### src/rtl/bitser_sched.sv
// Bit-serial beat scheduler: for each tile, walks the (weight-bit, data-bit) pairs one
// anti-diagonal at a time and issues one address beat per cycle, with accumulator controls.
module bitser_sched #(
  parameter int BWADDR = 21
) (
  input  logic              clk,
  input  logic              clr,
  input  logic              start,
  input  logic [3:0]        pw,
  input  logic [3:0]        pd,
  input  logic [BWADDR-1:0] wbase,
  input  logic [BWADDR-1:0] dbase,
  input  logic [15:0]       ntile,
  input  logic              hold,
  output logic              busy,
  output logic              done,
  output logic              err,
  output logic              vld,
  output logic [BWADDR-1:0] waddr,
  output logic [BWADDR-1:0] daddr,
  output logic              sh,
  output logic              accclr,
  output logic              last
);

  typedef enum logic [1:0] {IDLE, RUN, FIN} state_t;

  state_t              state_q, state_d;
  logic [3:0]          pw_q, pw_d, pd_q, pd_d;
  logic [BWADDR-1:0]   wbase_q, wbase_d, dbase_q, dbase_d;
  logic [15:0]         ntile_q, ntile_d, tile_q, tile_d;
  logic [BWADDR-1:0]   tpw_q, tpw_d, tpd_q, tpd_d;
  logic [4:0]          k_q, k_d;
  logic [3:0]          id_q, id_d, iw_q, iw_d;
  logic                first_q, first_d, walk_done_q, walk_done_d;
  logic                busy_q, busy_d, done_q, done_d, err_q, err_d, vld_q, vld_d;
  logic                sh_q, sh_d, accclr_q, accclr_d, last_q, last_d;
  logic [BWADDR-1:0]   waddr_q, waddr_d, daddr_q, daddr_d;

  // Diagonal walk helpers: last diagonal index, end of the current diagonal, start of the next.
  logic [4:0] k_last, k_nxt;
  logic [3:0] pd_m1, id_end, id_start, iw_start;

  assign k_last   = 5'(pw_q) + 5'(pd_q) - 5'd2;
  assign pd_m1    = pd_q - 4'd1;
  assign id_end   = (k_q < 5'(pd_m1)) ? k_q[3:0] : pd_m1;
  assign k_nxt    = k_q + 5'd1;
  assign id_start = (k_nxt >= 5'(pw_q)) ? 4'(k_nxt - 5'(pw_q) + 5'd1) : 4'd0;
  assign iw_start = 4'(k_nxt - 5'(id_start));

  always_comb begin
    // NOTE: every _d gets a default first so no path through the case infers a latch.
    state_d     = state_q;
    pw_d        = pw_q;
    pd_d        = pd_q;
    wbase_d     = wbase_q;
    dbase_d     = dbase_q;
    ntile_d     = ntile_q;
    tile_d      = tile_q;
    tpw_d       = tpw_q;
    tpd_d       = tpd_q;
    k_d         = k_q;
    id_d        = id_q;
    iw_d        = iw_q;
    first_d     = first_q;
    walk_done_d = walk_done_q;
    busy_d      = busy_q;
    waddr_d     = waddr_q;
    daddr_d     = daddr_q;
    done_d      = 1'b0;
    err_d       = 1'b0;
    vld_d       = 1'b0;
    sh_d        = 1'b0;
    accclr_d    = 1'b0;
    last_d      = 1'b0;

    unique case (state_q)
      IDLE: begin
        busy_d = 1'b0;
        if (start) begin
          pw_d        = pw;
          pd_d        = pd;
          wbase_d     = wbase;
          dbase_d     = dbase;
          ntile_d     = ntile;
          tile_d      = '0;
          tpw_d       = '0;
          tpd_d       = '0;
          k_d         = '0;
          id_d        = '0;
          iw_d        = '0;
          first_d     = 1'b1;
          walk_done_d = 1'b0;
          if (pw == 4'd0 || pd == 4'd0) begin
            state_d = FIN;
            done_d  = 1'b1;
            err_d   = 1'b1;
          end else if (ntile == 16'd0) begin
            state_d = FIN;
            done_d  = 1'b1;
          end else begin
            state_d = RUN;
            busy_d  = 1'b1;
          end
        end
      end

      RUN: begin
        if (walk_done_q) begin
          state_d = FIN;
          busy_d  = 1'b0;
          done_d  = 1'b1;
        end else if (!hold) begin
          vld_d    = 1'b1;
          waddr_d  = wbase_q + tpw_q + BWADDR'(iw_q);
          daddr_d  = dbase_q + tpd_q + BWADDR'(id_q);
          sh_d     = first_q && (k_q != 5'd0);
          accclr_d = (k_q == 5'd0);
          last_d   = (k_q == k_last);
          if (id_q != id_end) begin
            id_d    = id_q + 4'd1;
            iw_d    = iw_q - 4'd1;
            first_d = 1'b0;
          end else if (k_q != k_last) begin
            k_d     = k_nxt;
            id_d    = id_start;
            iw_d    = iw_start;
            first_d = 1'b1;
          end else begin
            // Tile boundary: offsets step by the precisions, so no multiplier is needed.
            k_d     = '0;
            id_d    = '0;
            iw_d    = '0;
            first_d = 1'b1;
            tile_d  = tile_q + 16'd1;
            tpw_d   = tpw_q + BWADDR'(pw_q);
            tpd_d   = tpd_q + BWADDR'(pd_q);
            if (tile_q == 16'(ntile_q - 16'd1)) walk_done_d = 1'b1;
          end
        end
      end

      FIN: begin
        state_d = IDLE;
        busy_d  = 1'b0;
      end

      default: state_d = IDLE;
    endcase
  end

  always_ff @(posedge clk) begin
    // NOTE: clr is a synchronous reset, so it is just the highest-priority branch of this clocked block.
    if (clr) begin
      state_q     <= IDLE;
      pw_q        <= '0;
      pd_q        <= '0;
      wbase_q     <= '0;
      dbase_q     <= '0;
      ntile_q     <= '0;
      tile_q      <= '0;
      tpw_q       <= '0;
      tpd_q       <= '0;
      k_q         <= '0;
      id_q        <= '0;
      iw_q        <= '0;
      first_q     <= 1'b0;
      walk_done_q <= 1'b0;
      busy_q      <= 1'b0;
      done_q      <= 1'b0;
      err_q       <= 1'b0;
      vld_q       <= 1'b0;
      waddr_q     <= '0;
      daddr_q     <= '0;
      sh_q        <= 1'b0;
      accclr_q    <= 1'b0;
      last_q      <= 1'b0;
    end else begin
      state_q     <= state_d;
      pw_q        <= pw_d;
      pd_q        <= pd_d;
      wbase_q     <= wbase_d;
      dbase_q     <= dbase_d;
      ntile_q     <= ntile_d;
      tile_q      <= tile_d;
      tpw_q       <= tpw_d;
      tpd_q       <= tpd_d;
      k_q         <= k_d;
      id_q        <= id_d;
      iw_q        <= iw_d;
      first_q     <= first_d;
      walk_done_q <= walk_done_d;
      busy_q      <= busy_d;
      done_q      <= done_d;
      err_q       <= err_d;
      vld_q       <= vld_d;
      waddr_q     <= waddr_d;
      daddr_q     <= daddr_d;
      sh_q        <= sh_d;
      accclr_q    <= accclr_d;
      last_q      <= last_d;
    end
  end

  assign busy   = busy_q;
  assign done   = done_q;
  assign err    = err_q;
  assign vld    = vld_q;
  assign waddr  = waddr_q;
  assign daddr  = daddr_q;
  assign sh     = sh_q;
  assign accclr = accclr_q;
  assign last   = last_q;

endmodule

### config.mk
export PLATFORM = sky130hd
export DESIGN_NAME = bitser_sched
export DESIGN_NICKNAME = d
export VERILOG_FILES = /design/src/rtl/bitser_sched.sv
export SDC_FILE = /design/constraint.sdc
export NUM_CORES = 1
export LEC_CHECK = 0
export CORE_MARGIN = 2
export CORE_UTILIZATION = 60
export DETAILED_ROUTE_END_ITERATION = 7
export GPL_ROUTABILITY_DRIVEN = 1
export GPL_TIMING_DRIVEN = 0
export MAX_ROUTING_LAYER = met4
export PLACE_DENSITY = 0.84
export REMOVE_ABC_BUFFERS = 1
export SLEW_MARGIN = 0
export SYNTH_ARGS = -nofsm -noshare
export SYNTH_HDL_FRONTEND = slang
export SYNTH_SLANG_ARGS = --single-unit
### constraint.sdc
create_clock -name clk -period 6.8 [get_ports clk]
set_input_delay 1.36 -clock clk [delete_from_list [all_inputs] [get_ports clk]]
set_output_delay 1.36 -clock clk [all_outputs]
set_load 0.05 [all_outputs]
==> metrics.txt <==
NetSw=0.8451 mW; max_cap viols=0; Port Buffer Count=118; remaining design rule violation count=0; Least-Margin Pin Slew=1.137 ns; clk buf depth=2; CTS root buf=clkbuf_16; die area=20010 sq um; Seq/Total Area, Yosys=33.55%; CP startpoint kind=flop; layout cells sized above 1=3.536%; Clk network pwr share=38.9%; Total Power=2.921 mW; fraction of registers with async set/reset=0%; Clock Skew=0.007707 ns; Gate power share=19.8%; Final Critical Period=4.867 ns; Seq cells post-synth=190; # setup viols final=0; Sink Count=190; CP Data Arrival Time=5.21 ns; post-CTS sizing=0; first-pass GRT wire length=46220 um; Routed WL=28030 um; yosys warns=0; pin count of the biggest net entering global routing=70; ys flop type=dfxtp_1; GRT Total Usage=28.80%; CTS Hold Bufs=0; Area Overhead vs Synth=17.50%; vias per cell=6.015; status=complete, no violations; total gr overflow=0; Antenna diodes=0; antenna violations before repair=0; Most Crowded Layer GR=met2; worst path cell trace=inv_1, ha_1, xnor2_1, ha_1, o21ai_1, a22oi_4, mux2i_1, xnor2_1, and4b_1, nand2_1, or4_1, a21oi_1; fillcell total=1450; CTS Buf Count=17; Critical Path RT=7.14 ns; HP Class=reg -> reg; FP Rows=50; Horiz. Die Dim=141.5 um; Yosys top cell by area=dfxtp_1; initial DRC count=936; unique cell type count in the Yosys netlist=59; family with the most delay on the worst path=simple AND/OR/NAND/NOR gates; Max Freq=0.2054 GHz; CP max FO=32; M1 GR Usage=35.93%; Setup Crit Path Kind=reg -> reg; met2 Track Usage GR=48.57%; synthesized area per cell=8.036 sq um; I/O pin count=119; Nets=1679; internal power=2.076 mW; Worst-Skew Late Latency=0.43 ns; synth top area cells=dfxtp_1, ha_1, nand2_1; met3 Use GR=4.455%; CP max-delay cell=nand2_1; post-route ant nets=0; Final Core Density=71.46%; Rel. slew slack=24.17%; switch share=28.93%; worst path buffer plus inverter count=1; area of the mapped netlist=11340 sq um; Inst Count DP=1702; Worst path max stage delay=0.77 ns; post-route insts no fill=1733; pwr/cell area=219.3 nW/um^2; wire per inst=16.17 um; Cells after Synth=1411; final HPWL from detailed placement=19490 um; RSZ-0062 raised after global routing=false; Post-synth EDFFs=0; Flop pwr share=41.3%; DR vias=10420; H-tree level count=4; Max Slew Vio Count=0; Detailed Routing Iterations Pass 1=6; CTS tree=built; Post-CTS Setup Bufs=0; Initial Util=60.82%; Placer Congestion=0.8955; vias in the first global route=9748; VDD IR-drop max=179.0 uV; Pleak=5.367 nW; fin crit share=71.58%; core area=18640 sq um; DIE HEIGHT=141.5 um; Critical Path End Type=flop; top-area cell type share of the netlist area=33.55%; Final Hold Fails=0; clock slew at reported path FFs=0.07 ns
[sequential cells by signal (all words and copies together), names as in the netlist, 2 cells and up]
name     count
pd_q         4
iw_q         4
pw_q         4
k_q          5
waddr       21
tpw_q       21
daddr       21
ntile_q     16
state_q      2
wbase_q     21
tile_q      16
id_q         4
dbase_q     21
tpd_q       21
[cell usage after synthesis, types with 30 or more instances]
cell	instances
dfxtp_1	190
ha_1	107
nand2_1	258
xnor2_1	53
nand3_1	37
inv_1	63
xor2_1	30
o21ai_0	70
nor2_1	58
clkbuf_1	52
a21oi_1	185
[metrics by stage]
step	cell area, sq um	hold WS, ns	setup WS, ns	setup TNS (ns)
6_report	13320	0.4502	1.933	0
5_1_grt	13320	0.4649	1.744	0
4_1_cts	13320	0.4533	1.981	0
3_5_place_dp	12660	0.4428	1.727	0
3_3_place_gp	12550	0.4377	-0.3486	-5.537
2_1_floorplan	11080	0.4258	2.098	0
[tightest hold or removal path: stages (launching register included)]
cell,delay (ns)
dfxtp_1,0.31
nand2_1,0.05
a21oi_1,0.05
[worst paths after layout]
path / start / to / cells after the start / slack [ns]
min: waddr[11] / waddr[11] / 2 / 0.45
max: pd_q[0] / tpd_q[12] / 12 / 1.93
max reg2reg: pd_q[0] / tpd_q[12] / 12 / 1.93
min reg2reg: waddr[11] / waddr[11] / 2 / 0.45
[power groups by stage]
stage                     combinational (mW)  sequential, mW  clock [mW]
after floorplan                        0.350            1.25           0
after global placement                 0.546            1.23           0
after detailed placement               0.571            1.23           0
after CTS                              0.578            1.21        1.14
after global routing                   0.640            1.21        1.19
final                                  0.579            1.21        1.14
[final cells by class]
cell class / count / area (sq um) / share of cell area (%)
multi-input combinational: 1093 / 7058 / 52.98
sequential: 190 / 3804 / 28.55
timing repair buffer: 122 / 1266 / 9.504
clock buffer: 17 / 425.4 / 3.193
tap: 234 / 292.8 / 2.198
clock inverter: 14 / 240.2 / 1.803
inverter: 63 / 236.5 / 1.775
[cell usage in the layout, fill, tap and decap left out, drive strengths merged, types with 8 or more instances in the layout]
cell type and n:
or3 25, fa 15, nor4 10, nor2 59
mux2i 10, o21ai 72, ha 107, clkdlybuf4s50 117
and3 16, o31ai 23, o211ai 8, nor2b 8
xnor2 53, nand4 14, a21o 16, nor3 17
dfxtp 190, nand3 37, or4 25, a211oi 13
a21oi 186, nand2b 17, clkbuf 17, inv 65
nand2 258, nand3b 10, xor2 30
[kinds of logic (layout without fill, tap and decap cells)]
logic type	count (synthesis)	after routing	share of synthesized area [%]
flops	190	190	33.55
compound gates	362	362	18.65
buf+inv	128	216	4.359
xor+xnor	83	83	6.411
fa+ha+maj	122	122	14.46
simple gates	516	516	21.70
mux	10	10	0.8828
[layer usage]
layer | share of wire, % | wire length, um
met5 | 0 | 0
met4 | 2.3 | 639
met3 | 5.5 | 1545
met2 | 49 | 13730
met1 | 43 | 12120
(Power assumes the default switching activity.)
